[src/rtl/serial_add_if.sv]
// serial_add_if: request/result bundle between a requester and the bit-serial adder.
//   start, a, b, cin : request driven by the master, sampled by the adder on accept
//   busy, done       : adder status (busy while bits are processed, done pulse on result)
//   sum, cout, ovf   : registered result, held until the next completion
interface serial_add_if #(parameter int WIDTH = 8);
   logic             start;
   logic [WIDTH-1:0] a;
   logic [WIDTH-1:0] b;
   logic             cin;
   logic             busy;
   logic             done;
   logic [WIDTH-1:0] sum;
   logic             cout;
   logic             ovf;
   modport master (output start, a, b, cin, input busy, done, sum, cout, ovf);
   modport slave  (input start, a, b, cin, output busy, done, sum, cout, ovf);
endinterface

[src/rtl/serial_add.sv]
// serial_add: bit-serial ripple adder, one add_1 full adder shared across all WIDTH bits.
//   clk   : rising-edge clock
//   rst_n : asynchronous active-low reset
//   bus   : serial_add_if slave (start/a/b/cin in, busy/done/sum/cout/ovf out)
// Optional: define SERIAL_ADD_OVF_EN to register the signed-overflow flag; otherwise ovf is 0.
module add_1 (
   input  logic in_0,
   input  logic in_1,
   input  logic cin,
   output logic out,
   output logic cout
);
   assign out  = in_0 ^ in_1 ^ cin;
   assign cout = (in_0 & in_1) | (cin & (in_0 ^ in_1));
endmodule

module serial_add #(parameter int WIDTH = 8) (
   input logic        clk,
   input logic        rst_n,
   serial_add_if.slave bus
);
   localparam int CW = $clog2(WIDTH);
   localparam logic [CW-1:0] LAST = CW'(WIDTH - 1);
   typedef enum logic [1:0] {IDLE, RUN, DONE} state_t;
   state_t           state;
   logic [WIDTH-1:0] a_sr, b_sr, sum_r;
   logic [WIDTH-2:0] s_sr;
   logic [CW-1:0]    cnt;
   logic             carry, cout_r, busy_r, done_r, fa_out, fa_cout;
   logic [WIDTH-1:0] s_nxt;
   add_1 u_add (.in_0(a_sr[0]), .in_1(b_sr[0]), .cin(carry), .out(fa_out), .cout(fa_cout));
   // new sum bit enters at the top; after the last bit the whole word is complete
   assign s_nxt = {fa_out, s_sr};
`ifdef SERIAL_ADD_OVF_EN
   logic ovf_r;
   assign bus.ovf = ovf_r;
`else
   assign bus.ovf = 1'b0;
`endif
   always_ff @(posedge clk or negedge rst_n) begin
      if (!rst_n) begin
         state  <= IDLE;
         a_sr   <= '0;
         b_sr   <= '0;
         s_sr   <= '0;
         sum_r  <= '0;
         cnt    <= '0;
         carry  <= 1'b0;
         cout_r <= 1'b0;
         busy_r <= 1'b0;
         done_r <= 1'b0;
`ifdef SERIAL_ADD_OVF_EN
         ovf_r  <= 1'b0;
`endif
      end else begin
         done_r <= 1'b0;
         if (state == RUN) begin
            a_sr  <= a_sr >> 1;
            b_sr  <= b_sr >> 1;
            s_sr  <= s_nxt[WIDTH-1:1];
            carry <= fa_cout;
            cnt   <= cnt + 1'b1;
            if (cnt == LAST) begin
               sum_r  <= s_nxt;
               cout_r <= fa_cout;
`ifdef SERIAL_ADD_OVF_EN
               // carry flop holds the carry into the MSB while the MSB is processed
               ovf_r  <= carry ^ fa_cout;
`endif
               state  <= DONE;
               busy_r <= 1'b0;
               done_r <= 1'b1;
            end
         end else if (bus.start) begin
            a_sr   <= bus.a;
            b_sr   <= bus.b;
            carry  <= bus.cin;
            cnt    <= '0;
            state  <= RUN;
            busy_r <= 1'b1;
         end else begin
            state <= IDLE;
         end
      end
   end
   assign bus.busy = busy_r;
   assign bus.done = done_r;
   assign bus.sum  = sum_r;
   assign bus.cout = cout_r;
endmodule

[src/flat_wrapper.sv]
// flat-port wrapper written by rule: the top's interface ports become plain ports
module serial_add_flat 
#(parameter int WIDTH = 8)
  (clk, rst_n, bus_start, bus_a, bus_b, bus_cin, bus_busy, bus_done, bus_sum, bus_cout, bus_ovf);
  serial_add_if #(.WIDTH(WIDTH)) bus_i ();
  input logic clk;
  input logic rst_n;
  input wire logic [$bits(bus_i.start)-1:0] bus_start;
  input wire logic [$bits(bus_i.a)-1:0] bus_a;
  input wire logic [$bits(bus_i.b)-1:0] bus_b;
  input wire logic [$bits(bus_i.cin)-1:0] bus_cin;
  output wire logic [$bits(bus_i.busy)-1:0] bus_busy;
  output wire logic [$bits(bus_i.done)-1:0] bus_done;
  output wire logic [$bits(bus_i.sum)-1:0] bus_sum;
  output wire logic [$bits(bus_i.cout)-1:0] bus_cout;
  output wire logic [$bits(bus_i.ovf)-1:0] bus_ovf;
  assign bus_i.start = bus_start;
  assign bus_i.a = bus_a;
  assign bus_i.b = bus_b;
  assign bus_i.cin = bus_cin;
  assign bus_busy = bus_i.busy;
  assign bus_done = bus_i.done;
  assign bus_sum = bus_i.sum;
  assign bus_cout = bus_i.cout;
  assign bus_ovf = bus_i.ovf;
  serial_add #(.WIDTH(WIDTH)) u_core (.clk(clk), .rst_n(rst_n), .bus(bus_i));
endmodule
[config.mk]
export PLATFORM = sky130hd
export DESIGN_NAME = serial_add_flat
export DESIGN_NICKNAME = d
export VERILOG_FILES = /design/src/rtl/serial_add_if.sv /design/src/rtl/serial_add.sv /design/src/flat_wrapper.sv
export SDC_FILE = /design/constraint.sdc
export NUM_CORES = 1
export LEC_CHECK = 0
export CAP_MARGIN = 20
export CORE_UTILIZATION = 30
export DETAILED_ROUTE_END_ITERATION = 7
export PLACE_DENSITY_LB_ADDON = 0.15
export SYNTH_ARGS = -nofsm -noshare
export SYNTH_HDL_FRONTEND = slang
export SYNTH_SLANG_ARGS = --single-unit
[constraint.sdc]
create_clock -name clk -period 3.6 [get_ports clk]
set_input_delay 0.54 -clock clk [delete_from_list [all_inputs] [get_ports clk]]
set_output_delay 0.54 -clock clk [all_outputs]
set_load 0.01 [all_outputs]
Word-level counts from Yosys, hierarchy flattened
Cells that the tools add are included.
- flip-flop bits (word level): 40
- latch bits: 0
- bits in writable memories: 0
- memory bits (read-only): 0
- output and inout bits: 12
- logic and storage cells: 38
- memories kept: 0
- $add $sub $neg: 1
- multiply operators: 0
- div/mod/pow operators: 0
- magnitude comparators: 0
- equality and inequality tests: 3
- shift operators: 0
- mux-type cells: 16
- bitwise gates (word level): 5
- reductions and logical operators: 3
- operator list (operator ; number):
    $mux W8 ; 4
    $mux W1 ; 8
    $mux W3 ; 2
    $mux W2 ; 2
    $reduce_and A2 Y1 ; 2
    $add A3 B1 Y3 const B ; 1
    $eq A3 B3 Y1 const B ; 1
    $and A1 B1 Y1 ; 2
    $eq A2 B1 Y1 const B ; 1
    $ne A2 B2 Y1 const B ; 1
    $reduce_bool A2 Y1 ; 1
    $xor A1 B1 Y1 ; 2
    $or A1 B1 Y1 ; 1

Longest topological paths before layout
- depth in word-level cells: 4
- gate-level depth with buffers: 5
- depth with buffers taken out: 5

By module
A second synthesis with hierarchy kept.
- cells, all modules: 116
- area, all modules: 1849.3 sq um
- by module, submodules not included (module ; times used ; cells an instance ; area each (sq um) ; seq. area each (sq um)):
    serial_add ; 1 ; 115 ; 1829.3 ; 1001.0
    add_1 ; 1 ; 1 ; 20.0 ; 0.0

Worst setup path before layout
No wires, ideal clock.
- kind: register -> register
- start: register u_core.cnt[0]
- end: register u_core.cout_r, in the netlist u_core.bus.cout
- setup time: 0.125 ns
- arrival: 1.240 ns
- path slack: 2.235 ns
- stages on the path, launching flop included: 6
- path buffers: 1
- path through: dfrtp_1 -> ha_1 -> ha_1 -> nand2_2 -> buf_6 -> mux2_4
- word-level cells in the longest chain between the ends: 2
- RTL lines (element ; RTL line ; RTL):
    start, declared ; serial_add.sv:28 ; logic [CW-1:0] cnt;
    start signal, assigned ; serial_add.sv:62 ; cnt <= cnt + 1'b1;
    $eq A3 B3 Y1 ; serial_add.sv:63 ; if (cnt == LAST) begin
    $reduce_and A2 Y1 (no line) ; -- ;
    end signal, assigned ; serial_add.sv:65 ; cout_r <= fa_cout;
    end, declared ; serial_add.sv:29 ; logic carry, cout_r, busy_r, done_r, fa_out, fa_cout;
Every way passes these cells.
A chain may end at the register's enable or synchronous reset.

Final worst setup path
- start: register u_core.state[1]
- end: register u_core.sum_r[6], in the netlist u_core.bus.sum[6]
- word-level cells in the longest chain between the ends: 2
- RTL lines (element ; RTL line ; RTL):
    start, declared ; serial_add.sv:25 ; state_t state;
    start signal, assigned ; serial_add.sv:42 ; state <= IDLE;
    start signal, assigned ; serial_add.sv:70 ; state <= DONE;
    start signal, assigned ; serial_add.sv:79 ; state <= RUN;
    $eq A2 B1 Y1 ; serial_add.sv:57 ; if (state == RUN) begin
    $reduce_and A2 Y1 (no line) ; -- ;
    end signal, assigned ; serial_add.sv:64 ; sum_r <= s_nxt;
    end, declared ; serial_add.sv:26 ; logic [WIDTH-1:0] a_sr, b_sr, sum_r;
Every way passes these cells.

==> metrics.txt <==
post-synthesis cell area=1720 um2; clk_lat worst skew=280 ps; CP Capture Type=register; Setup TNS=0 ps; full die area=6030 um2; CTS-repair resized insts=0; crit path time final=1880 ps; R2R Path End=u_core.bus.sum[6]; synthesized flop and latch total=40; RSZ-0062 raised after global routing=no; Layout area overhead=25.6%; P_sw=532 uW; Yosys top cell area share=between 50% and 60%; Synth cell types=20; syn nets=156; Int Power=1170 uW; Clock Sinks=40; crit share post-route=between 50% and 60%; cts hold-fix bufs=0; ys flop type=dfrtp_1; first-pass GRT wire length=a little over 5000 um; largest net degree at the start of global routing=between 40 and 50; drt pass-1 iters=2; initial antenna violation count=0; Leak=around 0.001 uW; Final Max Slew Viols=0; Routed WL per cell=12.2 um; Max stage delay cell, worst path=dfrtp_1; Setup-failing EPs final=0; R2R Path Start=u_core.state[1]; R2R Setup Slk=1720 ps; DR vias/cell=4.41; Root Driver=clkbuf_8; Detail Route Antenna Nets=0; post-CTS setup buffers=0; Worst-Margin Slew=~900 ps; final worst slack=roughly 1700 ps; async set-reset flop share out of synthesis=100%; synthesized area per cell=~13 um2; Worst Path Class, Setup=reg2reg; worst hold path class=in2async; Cell Pwr Density=~800 nW/um2; htree depth=2; final hold violations=0; DR vias=between 1000 and 1500; GRT Util Overall=10.8%; Sw Share=31.2%; cell family with most CP delay=buffers and inverters; Die W=77.7 um; crit path max fanout=47; Core Region=5510 um2; Syn Inst Count=roughly 130; sequential share of power=44.9%; RePlAce Congestion=between 0.6 and 0.7; Post-synth top cells=40 x dfrtp_1, 17 x mux2i_1, 17 x nand2_1, 17 x o21ai_0, 9 x mux2_2; Clock transition at path regs=about 70 ps; layout net count=roughly 190; DPL Wire Length=1900 um; CTS buffer count=5; Comb pwr share=37.4%; total congestion overflow=0; YS warnings=0; crit path DAT=approximately 2000 ps; vias in the first global route=~1100; Worst Reg2Reg Path Length in Cells=5; Port Buf Inserts=30; maximum vdd ir drop=around 290 uV; CP max stage delay=400 ps; ranking of synthesized cells by area=dfrtp_1 58%, mux2i_1 9.9%, mux2_4 7.0%, mux2_2 5.9%, o21ai_0 5.0%; status=completed; CP startpoint kind=register; Cell Rows=27; Post-synth EDFFs=0; Max Clock Skew=4.43 ps; DRT iter0 DRCs=37; pre-CTS WS=1250 ps; CTS tree=yes; Seq/Total Area, Yosys=58.3%; Longest Clk Path Bufs=2; max_slew headroom=about two fifths; top-count cell post-synth=dfrtp_1; Routed Wire Length=around 2900 um; required time worst endpoint=3770 ps; cell taking the most area after synthesis=dfrtp_1; max cap viols=0; DRC viols=0; FMAX=approximately 530 MHz; share of post-route cells with drive strength above 1=17.1%; antenna fix cells=0; CP bufs+invs=2; die height=between 70 and 80 um; Clk network pwr share=17.6%; crit path cell chain=nor2b_4, buf_4, nand2_2, inv_1, mux2_2; effective utilization at floorplan=around 31%; IO Pins=32
-- stage by stage --
step / instance area, um2 / instances / hold WS, ps / util (%) / power [uW]
2_1_floorplan: 1720 / 133 / 244 / - / 1220
3_3_place_gp: 2050 / 227 / 464 / 37.3 / 1400
3_5_place_dp: 2050 / 227 / 472 / 37.3 / 1430
4_1_cts: 2140 / 235 / 403 / 38.9 / 1740
5_1_grt: 2160 / 236 / 452 / 39.2 / 1840
6_report: 2160 / 236 / 377 / 39.2 / 1710
-- flip-flops by register name, summed over array words and instances, names as in the netlist --
| signal | flops |
|---|---|
| u_core.s_sr | 7 |
| u_core.bus.busy | 1 |
| u_core.bus.sum | 8 |
| u_core.bus.cout | 1 |
| u_core.state | 2 |
| u_core.bus.done | 1 |
| u_core.a_sr | 8 |
| u_core.carry | 1 |
| u_core.cnt | 3 |
| u_core.b_sr | 8 |
-- power groups by stage --
stage	Combinational (uW)	Clock [uW]	Sequential [uW]
final	639	301	767
after global routing	714	335	796
after floorplan	447	0	774
after detailed placement	651	0	780
after CTS	651	317	771
after global placement	632	0	771
-- worst max-delay path by stage --
stage | startpoint | end | slack, ps | cells after the start
after floorplan | u_core.cnt[0] | u_core.bus.cout | 2230 | 5
after global placement | bus_start | u_core.cnt[0] | 1280 | 3
after detailed placement | bus_start | u_core.cnt[0] | 1250 | 3
after CTS | bus_start | u_core.cnt[0] | 1570 | 3
after global routing | u_core.state[1] | u_core.bus.sum[6] | 1580 | 5
final | u_core.state[1] | u_core.bus.sum[6] | 1720 | 5
-- cell usage in the layout (no fill, tap or decap) --
cell	count
dfrtp_1	40
clkdlybuf4s50_1	29
mux2i_1	17
nand2_1	17
o21ai_0	17
mux2_2	9
mux2_4	8
clkbuf_8	6
nor2_1	4
inv_1	2
nand2b_1	2
ha_1	2
clkbuf_1	2
nor2b_4	1
nand2_2	1
nor2b_1	1
o21a_1	1
fa_1	1
conb_1	1
buf_2	1
buf_8	1
buf_4	1
-- cells by family (layout without fill, tap and decap cells) --
logic type / after synthesis / in the layout / synth area share [%]
and+or+nand+nor: 26 / 26 / 6.85
buffers and inverters: 11 / 42 / 3.86
other: 1 / 1 / 0.218
AOI/OAI and AO/OA: 18 / 18 / 5.39
DFF: 40 / 40 / 58.3
muxes: 34 / 34 / 22.8
adders and majority gates: 3 / 3 / 2.62
-- layout make-up --
class	count	area (um2)
clock buffers	8	90.1
fillers	530	3350
inverters	2	7.51
multi-input cells	82	651
flip-flops and latches	40	1000
well taps	72	90.1
repair buffers	32	318
-- routing by layer --
layer  global-route usage (%)  up-vias  routed length (um)
met1                     12.6      505                1280
met2                     17.4       25                1420
met4                     5.66        0                  38
li1                         -      506                   -
met5                        0        -                   0
met3                     4.00        4                 143
No activity file was read; power rests on OpenSTA's default activity.
